<file path="src/rtl/ps2_keyboard.sv">
// PS/2 keyboard receiver: synchronizes and filters the PS/2 pins, deframes scan-code bytes
// and queues them in a show-ahead FIFO. Optional host inhibit on FIFO full: define PS2_INHIBIT_EN.
module ps2_keyboard #(
  parameter int FILTER     = 4,
  parameter int TIMEOUT    = 5000,
  parameter int DEPTH_LOG2 = 3
) (
  input  logic       CLOCK,
  input  logic       RESET,
  inout  wire        PS2_CLK,
  inout  wire        PS2_DAT,
  output logic [7:0] DATA,
  output logic       VALID,
  input  logic       READ,
  output logic       ERR,
  output logic       OVERFLOW
);

  localparam int DEPTH = 1 << DEPTH_LOG2;
  localparam int FW    = $clog2(FILTER + 1);
  localparam int TW    = $clog2(TIMEOUT + 1);
  localparam logic [DEPTH_LOG2:0] PTR_ONE = 1;

  typedef enum logic [1:0] {S_IDLE, S_DATA, S_PARITY, S_STOP} state_t;

  // ---------------------------------------------------------------------------
  // Input path: bit 0 is the PS/2 clock, bit 1 is the PS/2 data line
  // ---------------------------------------------------------------------------
  logic [1:0] pin_in;
  logic [1:0] filt;

  assign pin_in = {PS2_DAT, PS2_CLK};

  genvar gi;
  generate
    for (gi = 0; gi < 2; gi++) begin : g_filt
      logic          meta_reg;
      logic          sync_reg;
      logic          filt_reg;
      logic [FW-1:0] cnt_reg;

      always_ff @(posedge CLOCK) begin
        if (RESET) begin
          meta_reg <= 1'b1;
          sync_reg <= 1'b1;
          filt_reg <= 1'b1;
          cnt_reg  <= '0;
        end else begin
          meta_reg <= pin_in[gi];
          sync_reg <= meta_reg;
          if (sync_reg == filt_reg) begin
            cnt_reg <= '0;
          end else if (cnt_reg == FW'(FILTER - 1)) begin
            filt_reg <= sync_reg;
            cnt_reg  <= '0;
          end else begin
            cnt_reg <= cnt_reg + FW'(1);
          end
        end
      end

      assign filt[gi] = filt_reg;
    end
  endgenerate

  logic filt_clk_d_reg;
  logic fall;
  logic dat;

  always_ff @(posedge CLOCK) begin
    if (RESET) filt_clk_d_reg <= 1'b1;
    else       filt_clk_d_reg <= filt[0];
  end

  assign fall = filt_clk_d_reg & ~filt[0];
  assign dat  = filt[1];

  // ---------------------------------------------------------------------------
  // FIFO status (needed by the frame FSM for inhibit)
  // ---------------------------------------------------------------------------
  logic [7:0]          mem [DEPTH];
  logic [DEPTH_LOG2:0] wr_ptr_reg, wr_ptr_next;
  logic [DEPTH_LOG2:0] rd_ptr_reg, rd_ptr_next;
  logic                empty, full, pop, wr_en, bypass;
  logic [7:0]          data_reg;
  logic                valid_reg;
  logic                overflow_reg;

  assign empty = (wr_ptr_reg == rd_ptr_reg);
  assign full  = (wr_ptr_reg[DEPTH_LOG2] != rd_ptr_reg[DEPTH_LOG2]) &&
                 (wr_ptr_reg[DEPTH_LOG2-1:0] == rd_ptr_reg[DEPTH_LOG2-1:0]);

  // ---------------------------------------------------------------------------
  // Frame FSM
  // ---------------------------------------------------------------------------
  state_t        state_reg, state_next;
  logic [2:0]    bit_cnt_reg, bit_cnt_next;
  logic [7:0]    shift_reg, shift_next;
  logic          parity_reg, parity_next;
  logic [TW-1:0] timer_reg, timer_next;
  logic          push_reg, push_next;
  logic          err_reg, err_next;
  logic          inhibit;

`ifdef PS2_INHIBIT_EN
  logic inhibit_reg;

  assign inhibit = full && (state_reg == S_IDLE);

  always_ff @(posedge CLOCK) begin
    if (RESET) inhibit_reg <= 1'b0;
    else       inhibit_reg <= inhibit;
  end

  assign PS2_CLK = inhibit_reg ? 1'b0 : 1'bz;
`else
  assign inhibit = 1'b0;
  assign PS2_CLK = 1'bz;
`endif

  assign PS2_DAT = 1'bz;

  always_ff @(posedge CLOCK) begin
    if (RESET) begin
      state_reg   <= S_IDLE;
      bit_cnt_reg <= '0;
      shift_reg   <= '0;
      parity_reg  <= 1'b0;
      timer_reg   <= '0;
      push_reg    <= 1'b0;
      err_reg     <= 1'b0;
    end else begin
      state_reg   <= state_next;
      bit_cnt_reg <= bit_cnt_next;
      shift_reg   <= shift_next;
      parity_reg  <= parity_next;
      timer_reg   <= timer_next;
      push_reg    <= push_next;
      err_reg     <= err_next;
    end
  end

  always_comb begin
    state_next   = state_reg;
    bit_cnt_next = bit_cnt_reg;
    shift_next   = shift_reg;
    parity_next  = parity_reg;
    timer_next   = '0;
    push_next    = 1'b0;
    err_next     = 1'b0;

    case (state_reg)
      S_IDLE: begin
        if (fall && !dat && !inhibit) begin
          state_next   = S_DATA;
          bit_cnt_next = '0;
        end
      end
      S_DATA: begin
        if (fall) begin
          shift_next   = {dat, shift_reg[7:1]};
          bit_cnt_next = bit_cnt_reg + 3'd1;
          if (bit_cnt_reg == 3'd7) state_next = S_PARITY;
        end
      end
      S_PARITY: begin
        if (fall) begin
          parity_next = dat;
          state_next  = S_STOP;
        end
      end
      S_STOP: begin
        if (fall) begin
          // shift_reg stays untouched in IDLE, so it still holds the byte when push_reg fires
          if (dat && (^{shift_reg, parity_reg})) push_next = 1'b1;
          else                                   err_next  = 1'b1;
          state_next = S_IDLE;
        end
      end
      default: state_next = S_IDLE;
    endcase

    if (state_reg != S_IDLE && !fall) begin
      if (timer_reg == TW'(TIMEOUT - 1)) begin
        state_next = S_IDLE;
        err_next   = 1'b1;
      end else begin
        timer_next = timer_reg + TW'(1);
      end
    end
  end

  // ---------------------------------------------------------------------------
  // Show-ahead FIFO with a registered head byte
  // ---------------------------------------------------------------------------
  assign pop   = READ && !empty;
  assign wr_en = push_reg && (!full || pop);

  always_comb begin
    wr_ptr_next = wr_ptr_reg;
    rd_ptr_next = rd_ptr_reg;
    if (wr_en) wr_ptr_next = wr_ptr_reg + PTR_ONE;
    if (pop)   rd_ptr_next = rd_ptr_reg + PTR_ONE;
  end

  // The byte being written is the new head only when the FIFO would otherwise be empty
  assign bypass = wr_en && (wr_ptr_reg == rd_ptr_next);

  always_ff @(posedge CLOCK) begin
    if (wr_en) mem[wr_ptr_reg[DEPTH_LOG2-1:0]] <= shift_reg;
  end

  always_ff @(posedge CLOCK) begin
    if (RESET) begin
      wr_ptr_reg <= '0;
      rd_ptr_reg <= '0;
      data_reg   <= 8'h00;
      valid_reg  <= 1'b0;
    end else begin
      wr_ptr_reg <= wr_ptr_next;
      rd_ptr_reg <= rd_ptr_next;
      valid_reg  <= (wr_ptr_next != rd_ptr_next);
      if (wr_ptr_next == rd_ptr_next) data_reg <= 8'h00;
      else if (bypass)                data_reg <= shift_reg;
      else                            data_reg <= mem[rd_ptr_next[DEPTH_LOG2-1:0]];
    end
  end

`ifdef PS2_INHIBIT_EN
  always_ff @(posedge CLOCK) begin
    if (RESET) overflow_reg <= 1'b0;
    else       overflow_reg <= 1'b0;
  end
`else
  always_ff @(posedge CLOCK) begin
    if (RESET)                          overflow_reg <= 1'b0;
    else if (push_reg && full && !pop)  overflow_reg <= 1'b1;
  end
`endif

  assign DATA     = data_reg;
  assign VALID    = valid_reg;
  assign ERR      = err_reg;
  assign OVERFLOW = overflow_reg;

endmodule
</file>
<file path="config.mk">
export PLATFORM = sky130hd
export DESIGN_NAME = ps2_keyboard
export DESIGN_NICKNAME = d
export VERILOG_FILES = /design/src/rtl/ps2_keyboard.sv
export SDC_FILE = /design/constraint.sdc
export NUM_CORES = 1
export LEC_CHECK = 0
export ABC_AREA = 0
export BUFFER_PORTS_ARGS = -buffer_cell sky130_fd_sc_hd__clkbuf_2
export CAP_MARGIN = 5
export CORE_MARGIN = 5
export CORE_UTILIZATION = 25
export CTS_BUF_LIST = sky130_fd_sc_hd__clkbuf_4 sky130_fd_sc_hd__clkbuf_8 sky130_fd_sc_hd__clkbuf_16
export DETAILED_ROUTE_END_ITERATION = 7
export SKIP_LAST_GASP = 1
export SYNTH_ARGS = -nofsm -noshare
export SYNTH_HDL_FRONTEND = slang
export SYNTH_SLANG_ARGS = --single-unit
</file>
<file path="constraint.sdc">
create_clock -name CLOCK -period 3.6 [get_ports CLOCK]
set_clock_uncertainty 0.15 [all_clocks]
set_input_delay 0.9 -clock CLOCK [delete_from_list [all_inputs] [get_ports CLOCK]]
set_output_delay 0.9 -clock CLOCK [all_outputs]
set_load 0.1 [all_outputs]
</file>
# After elaboration in Yosys (flattened, before gate mapping)
# Memory sizes are Yosys's and may differ from the RTL's.
# Cells that the tools add are included.
# classes
eq_ne	17
addsub	6
muxes	22
n_reduce_logical	29
n_bitwise	7
# op_table
cell	count
2-to-1 mux 2 bit	7
adder 13 x 1 -> 13 bit (second input constant)	1
equality test 13 bit (second input constant)	1
equality test 4 bit	3
OR reduction 3 bit	4
adder 3 x 1 -> 3 bit (second input constant)	3
logical AND 1 bit	9
XOR reduction 9 bit	1
adder 4 x 1 -> 4 bit (second input constant)	2
2-to-1 mux 1 bit	8
2-to-1 mux 4 bit	2
2-to-1 mux 8 bit	1
one-hot mux 2 bit (4 select lines)	1
AND reduction 2 bit	4
equality test 3 x 2 -> 1 bit (second input constant)	2
2-to-1 mux 3 bit	2
inverter 1 bit	6
one-hot mux 3 bit (2 select lines)	1
zero test 1 bit	5
equality test 2 bit (second input constant)	2
!= test 2 bit (second input constant)	2
!= test 4 bit	1
nonzero test 2 bit	2
equality test 3 bit	1
other kinds (9)	10
# word_totals
ram_bits	64
ff_bits	58
output_inout_bits	13
n_memories	1
in_bits	3
# mem_list
name	depth	width	rd	rd_ports_with_merged_regs	write_ports	line	source
mem	8	8	1	0	1	81	logic [7:0] mem [DEPTH];

# Longest topological paths before layout
# Gate-level depths: netlist (run 1).
# logic_depth
ltp_word	8
mapped_depth	10

# Worst setup path after synthesis (run 1)
# Ideal clock, no wire load.
# synth_timing
kind	input to register
start	input READ
end	register data_reg[1], in the netlist DATA[1]
required_ps	3334
setup_time_ps	116
t_arrival_ps	2856
path_slack_ps	477
path_stages	9
path_cell_list	clkbuf_1 -> inv_1 -> a41oi_4 -> mux2i_2 -> xnor2_1 -> or3_1 -> buf_2 -> buf_6 -> o211a_1
# synth_between
elab_chain_len	6
elab_cells_between_ends	11
# synth_rtl
element	line	source
start: declaration	14	input logic READ,
logical AND 1 bit (*)	196	assign pop = READ && !empty;
branches (longest 5 deep; another with memory read (8 x 8 bit))	-	
end signal: assignment	224	else if (bypass) data_reg <= shift_reg;
end signal: assignment	225	else data_reg <= mem[rd_ptr_next[DEPTH_LOG2-1:0]];
end: declaration	85	logic [7:0] data_reg;
# Mark *: on every way between the ends.
# A chain may end at the register's enable or synchronous reset.

# Worst setup path in the final report (run 1)
# layout_timing
start	register wr_ptr_reg[2]
end	register data_reg[0], in the netlist DATA[0]
# layout_between
elab_chain_len	8
elab_cells_between_ends	17
# layout_rtl
element	line	source
start: declaration	82	logic [DEPTH_LOG2:0] wr_ptr_reg, wr_ptr_next;
start signal: assignment	220	wr_ptr_reg <= wr_ptr_next;
branches (longest 8 deep; another with memory read (8 x 8 bit))	-	
# Parallel ways; which one is timed is not known.

==> results of run 1 <==
[path summary, 6_finish.rpt]
kind | start | endpoint | slack (ps) | depth (start not counted)
setup / recovery | wr_ptr_reg[2]$_SDFF_PP0_ | DATA[0]$_SDFF_PP0_ | 710 | 7
hold / removal | g_filt[1].meta_reg$_SDFF_PP1_ | g_filt[1].sync_reg$_SDFF_PP1_ | 260 | 1
setup reg to reg | wr_ptr_reg[2]$_SDFF_PP0_ | DATA[0]$_SDFF_PP0_ | 710 | 7
hold reg to reg | g_filt[1].meta_reg$_SDFF_PP1_ | g_filt[1].sync_reg$_SDFF_PP1_ | 260 | 1
[Yosys cell counts, drive strengths merged]
cell and count:
nor4 3, clkbuf 18, o32ai 1, o21bai 1, nor3 3, a21oi 20
and3 4, buf 17, mux2i 15, dfxtp 58, a211oi 2, a21boi 1
nand3 14, mux2 9, o211a 7, or3 5, o21ai 9, o41ai 2
ha 9, o221ai 20, nor2 48, o22ai 14, edfxtp 64, or4 1
nand4 11, nand3b 1, inv 7, o211ai 11, conb 1, nor2b 4
xnor2 26, and2 2, nor3b 1, nor4b 2, mux4 9, xor2 15
nand2b 7, a211o 3, nand2 34, or2 2, a31oi 2, a41oi 2
[layer usage]
metal | up-vias | share of wire
li1 | 1841 | -
met1 | 1791 | 0.46
met2 | 55 | 0.49
met3 | 15 | 0.033
met4 | 0 | 0.019
met5 | - | 0
[kinds of logic (layout without fill, tap and decap cells)]
logic type,after synthesis,count (layout),synth area share
other,1,2,0.000658
buffers and inverters,42,71,0.0358
DFF,122,122,0.541
adders and majority gates,9,9,0.0198
AOI/OAI and AO/OA,95,95,0.125
xor gates and xnor gates,41,41,0.0794
and+or+nand+nor,142,142,0.119
muxes,33,33,0.0803
[stage by stage]
stage                util  std cells  hold slack, ps
detailed placement  0.270        768             246
finish              0.300        800             258
global placement    0.270        768             241
global route        0.300        800             277
CTS                 0.300        800             259
floorplan               -        486             239
[worst register-to-register path: cells and delay by family, from the launching register on]
| family | cells | cell delay, ps |
|---|---|---|
| and+or+nand+nor | 3 | 1220 |
| DFF | 1 | 600 |
| xor gates and xnor gates | 2 | 430 |
| AOI/OAI and AO/OA | 2 | 390 |
[final cells by class]
type,instances,area (sq um)
tap,285,357
clock buffer,18,433
clock inverter,14,228
multi-input combinational,322,2430
timing repair buffer,32,208
inverter,7,26.3
fill,2283,15800
sequential,122,3080
[power by group through the flow]
stage	clock network [mW]	registers [mW]	logic [mW]
after floorplan	0	1.48	0.0232
after global placement	0	1.48	0.0253
after detailed placement	0	1.48	0.0256
after CTS	1.92	1.45	0.0256
after global routing	1.99	1.45	0.0274
final	1.88	1.45	0.0254
==> impl_metrics.env, run 1 <==
export IMPL_syn_inst=485
export IMPL_place_ws_ps=489
export IMPL_yosysTopAreaCell="edfxtp_1"
export IMPL_post_cts_resized=0
export IMPL_rows=55
export IMPL_dieArea_sq_mm=0.0259
export IMPL_fmax_mhz=346
export IMPL_ys_seq_elements=122
export IMPL_crit_required_ps=3740
export IMPL_globalRouteMet2Util=0.156
export IMPL_cp_arrival_ps=3040
export IMPL_final_nets=514
export IMPL_ir_worst_vdd_uv=316
export IMPL_dr_pass1_iters=5
export IMPL_synth_area_sq_mm=0.00570
export IMPL_hold_class="register to register"
export IMPL_p_leak_nw=2.29
export IMPL_synth_avg_cell_area_sq_um=11.8
export IMPL_initial_core_util=0.253
export IMPL_cp_cell_sequence="xor2_1, nor4_2, a21oi_1, xnor2_1, nor4_1, nor2_1, o211a_1"
export IMPL_drt_total_wl_microns=11700
export IMPL_p_comb_frac=0.008
export IMPL_drtIter0Drc=294
export IMPL_clk_pin_slew_ps=50
export IMPL_hold_viol_final=0
export IMPL_final_common_cell="edfxtp_1"
export IMPL_path_buf_inv=0
export IMPL_hpwl_microns=7930
export IMPL_worst_slack_ps=706
export IMPL_status="completed"
export IMPL_min_period_ps=2890
export IMPL_io_pins=16
export IMPL_drcViolationCount=0
export IMPL_finalCritPeriodShare=0.804
export IMPL_final_cell_mix="edfxtp_1 (64), dfxtp_1 (57), nor2_1 (48), nand2_1 (34), xnor2_1 (22)"
export IMPL_dpl_cell_area_sq_mm=0.00610
export IMPL_critPathKind="register to register"
export IMPL_htree_num_levels=4
export IMPL_setup_violations=0
export IMPL_grt_busiest_layer="met2"
export IMPL_avgViaCountPerCell=4.63
export IMPL_syn_to_final_growth_pct=18.6
export IMPL_fin_tns_setup_ps=0
export IMPL_switching_share=0.181
export IMPL_power_frac_seq=0.433
export IMPL_core_sq_mm=0.0226
export IMPL_port_buffers=13
export IMPL_internal_power_mw=2.76
export IMPL_finalPower_mw=3.36
export IMPL_final_cell_area_sq_mm=0.00676
export IMPL_gp_congestion=0.781
export IMPL_yosysWarnings=0
export IMPL_vias=3702
export IMPL_tightest_slew_ps=604
export IMPL_grt_pass1_wl_microns=19600
export IMPL_cts_sinks=122
export IMPL_die_x_microns=161
export IMPL_use_met1=0.119
export IMPL_p_sw_mw=0.607
export IMPL_largest_register_ffs=64
export IMPL_power_density_mw_per_mm2=497
export IMPL_grt_remaining_overflow=0
export IMPL_grt_max_degree=30
export IMPL_grt_pass1_vias=3695
export IMPL_hold_buffers=0
export IMPL_worst_setup_path_end_kind="register"
export IMPL_start_kind="register"
export IMPL_post_cts_buffers=0
export IMPL_drv_cap=0
export IMPL_cts_made_buffers=17
export IMPL_drtAntennaViolNets=0
export IMPL_critPathMaxFanout=9
export IMPL_slowest_delay_ps=600
export IMPL_grt_util_all_layers=0.0948
export IMPL_critPathTopFamily="simple AND/OR/NAND/NOR gates"
export IMPL_ys_types=52
export IMPL_clkLatencyLatePin_ps=410
export IMPL_ys_seq_area_frac=0.541
export IMPL_root_buffer="clkbuf_16"
export IMPL_cts_buffer_depth=2
export IMPL_slew_violations=0
export IMPL_power_frac_clock=0.560
export IMPL_drive_above_1_share=0.183
export IMPL_maxSlewHeadroom=0.596
export IMPL_crit_slowest_cell="dfxtp_1"
export IMPL_grt_use_met3=0.0260
export IMPL_cts_tree="built"
export IMPL_rsz0062_at_grt="no"
export IMPL_die_h_microns=161
export IMPL_antenna_found_initial=0
export IMPL_routedWlPerCell_microns=14.6
export IMPL_synth_top_area_frac=0.337
export IMPL_antennaDiodeCount=0
export IMPL_synth_area_leaders="edfxtp_1 (34%), dfxtp_1 (20%), mux4_2 (3.6%)"
No activity file was read; power rests on OpenSTA's default activity.
==> run 2: changes to the inputs <==
- ABC_AREA: 0 -> 1
- clock period: 3.6 -> 2.8 ns (I/O delays scaled with it)
==> run 2 against run 1 <==
Against the previous run:
- global-route usage up 1.1 points
- non-clock buffer count up 4
- sequential share of layout area up 2.1 points
- setup slack worse by 270 ps
- die area down 4.9%
- final area down 4.3%
- count of clock-buffer cells in the layout up 2
- first-iteration DRC count down 9.5%
- fmax up 22%
- largest power group is now combinational logic
==> impl_metrics.env, run 2 <==
export IMPL_vias=3995
export IMPL_hold_viol_final=0
export IMPL_hpwl_microns=8440
export IMPL_setup_violations=0
export IMPL_critPathTopFamily="simple AND/OR/NAND/NOR gates"
export IMPL_core_sq_mm=0.0212
export IMPL_cts_sinks=122
export IMPL_grt_remaining_overflow=0
export IMPL_avgViaCountPerCell=4.35
export IMPL_grt_pass1_vias=3803
export IMPL_crit_slowest_cell="dfxtp_1"
export IMPL_slew_violations=0
export IMPL_internal_power_mw=4.11
export IMPL_power_frac_clock=0.302
export IMPL_syn_to_final_growth_pct=19.7
export IMPL_grt_util_all_layers=0.106
export IMPL_ys_types=34
export IMPL_htree_num_levels=4
export IMPL_antenna_found_initial=0
export IMPL_rows=53
export IMPL_ys_seq_elements=122
export IMPL_ir_worst_vdd_uv=415
export IMPL_final_cell_area_sq_mm=0.00647
export IMPL_dpl_cell_area_sq_mm=0.00589
export IMPL_status="completed"
export IMPL_hold_buffers=0
export IMPL_cts_tree="built"
export IMPL_grt_pass1_wl_microns=20000
export IMPL_largest_register_ffs=64
export IMPL_cp_arrival_ps=2560
export IMPL_drt_total_wl_microns=12300
export IMPL_p_sw_mw=2.84
export IMPL_die_h_microns=157
export IMPL_root_buffer="clkbuf_16"
export IMPL_rsz0062_at_grt="no"
export IMPL_fmax_mhz=423
export IMPL_yosysTopAreaCell="edfxtp_1"
export IMPL_ys_flop_type="edfxtp_1"
export IMPL_final_common_cell="nand2_1"
export IMPL_place_ws_ps=340
export IMPL_final_cell_count_no_fill=919
export IMPL_gp_congestion=0.865
export IMPL_synth_area_sq_mm=0.00540
export IMPL_synth_most_common_cell="nand2_1"
export IMPL_slowest_delay_ps=460
export IMPL_critPathMaxFanout=18
export IMPL_critPathKind="register to register"
export IMPL_dieArea_sq_mm=0.0247
export IMPL_ys_seq_area_frac=0.571
export IMPL_post_cts_buffers=0
export IMPL_min_period_ps=2370
export IMPL_p_leak_nw=2.53
export IMPL_drtAntennaViolNets=0
export IMPL_path_buf_inv=2
export IMPL_routedWlPerCell_microns=13.3
export IMPL_drv_cap=0
export IMPL_tightest_slew_ps=543
export IMPL_clkLatencyLatePin_ps=410
export IMPL_synth_common_cells="nand2_1 (134), nand3_1 (74), edfxtp_1 (64)"
export IMPL_synth_edff_count=64
export IMPL_start_kind="register"
export IMPL_die_x_microns=157
export IMPL_dr_pass1_iters=4
export IMPL_cp_cell_sequence="inv_1, nand2_1, nand2_2, nor2_4, nand2_4, nand2_8, nand2_2, nand2_2, buf_12, nand2_1, nand3_1, nand2_1, nor2_1, nor2_1, nor2_1"
export IMPL_maxSlewHeadroom=0.639
export IMPL_cts_buffer_depth=2
export IMPL_hold_class="register to register"
export IMPL_drive_above_1_share=0.140
export IMPL_synth_area_leaders="edfxtp_1 (36%), dfxtp_1 (21%), nand2_1 (9.3%)"
export IMPL_switching_share=0.408
export IMPL_drtIter0Drc=266
export IMPL_synth_top_area_frac=0.356
export IMPL_port_buffers=13
export IMPL_synth_avg_cell_area_sq_um=9.07
export IMPL_power_density_mw_per_mm2=1070
export IMPL_antennaDiodeCount=0
export IMPL_worst_slack_ps=433
export IMPL_clk_pin_slew_ps=50
export IMPL_crit_required_ps=2990
export IMPL_post_cts_resized=0
export IMPL_p_comb_frac=0.405
export IMPL_drcViolationCount=0
export IMPL_initial_core_util=0.255
export IMPL_worst_setup_path_end_kind="register"
export IMPL_grt_max_degree=19
export IMPL_power_frac_seq=0.293
export IMPL_final_nets=643
export IMPL_dpl_cell_count=887
export IMPL_cts_made_buffers=17
export IMPL_finalCritPeriodShare=0.845
export IMPL_finalPower_mw=6.95
export IMPL_io_pins=16
export IMPL_syn_inst=596
export IMPL_fin_tns_setup_ps=0
export IMPL_synthArstFlopShare=0
export IMPL_yosysWarnings=0
export IMPL_final_cell_mix="nand2_1 (134), nand3_1 (74), edfxtp_1 (64), nor2_1 (62), dfxtp_1 (58)"
## run 2: cell count changes after synthesis, moves of 15 or more
cell	before	now
inv_1	7	46
xnor2_1	22	7
nand3_1	14	74
nand2_1	34	134
o221ai_1	17	0
## run 2: cell families after synthesis
family	count (synthesis)	synth area share
AO/OA/AOI/OAI	58	0.0574
XOR/XNOR	13	0.0211
adder cells (fa/ha/maj)	9	0.0208
buffers and inverters	73	0.0586
flip-flops	122	0.571
other	1	0.000694
AND/OR/NAND/NOR	320	0.271
## run 2: per-layer routing
metal	share of wire	wire [microns]	track usage	vias up
li1	-	-	-	2069
met5	0	0	0	-
met3	0.028	345	0.0256	15
met2	0.50	6120	0.182	52
met4	0.018	224	0.0414	0
met1	0.45	5570	0.129	1859
## run 2: power groups by stage
stage | logic, mW | registers (mW) | clock network [mW]
detailed placement | 2.82 | 2.08 | 0
floorplan | 1.77 | 2.41 | 0
finish | 2.81 | 2.04 | 2.10
global placement | 2.82 | 2.08 | 0
CTS | 2.84 | 2.04 | 2.14
global route | 3.13 | 2.04 | 2.23
## run 2: area by class of cell
type | instances | area, sq um
inverter | 52 | 195
multi-input combinational | 402 | 2010
sequential | 122 | 3080
fill | 2181 | 14700
clock buffer | 20 | 448
tap | 275 | 344
clock inverter | 12 | 126
timing repair buffer | 36 | 263
## run 2: per-stage QoR
step	hold slack (ps)	util
6_report	256	0.306
5_1_grt	265	0.306
4_1_cts	261	0.306
3_5_place_dp	248	0.279
2_1_floorplan	239	-
3_3_place_gp	242	0.279
## run 2: worst reg2reg max path, delay by kind of cell, from the launching register on
kind / cells / cell delay, ps
AND/OR/NAND/NOR: 13 / 1380
buffers and inverters: 2 / 310
flip-flops: 1 / 460
## run 2: path summary, 6_finish.rpt
| check | endpoint | slack [ps] | cells past startpoint | startpoint |
|---|---|---|---|---|
| worst max-delay path | DATA[2]$_SDFF_PP0_ | 430 | 15 | rd_ptr_reg[0]$_SDFF_PP0_ |
| worst min-delay path | g_filt[1].sync_reg$_SDFF_PP1_ | 260 | 1 | g_filt[1].meta_reg$_SDFF_PP1_ |
| worst max register to register | DATA[2]$_SDFF_PP0_ | 430 | 15 | rd_ptr_reg[0]$_SDFF_PP0_ |
| worst min register to register | g_filt[1].sync_reg$_SDFF_PP1_ | 260 | 1 | g_filt[1].meta_reg$_SDFF_PP1_ |
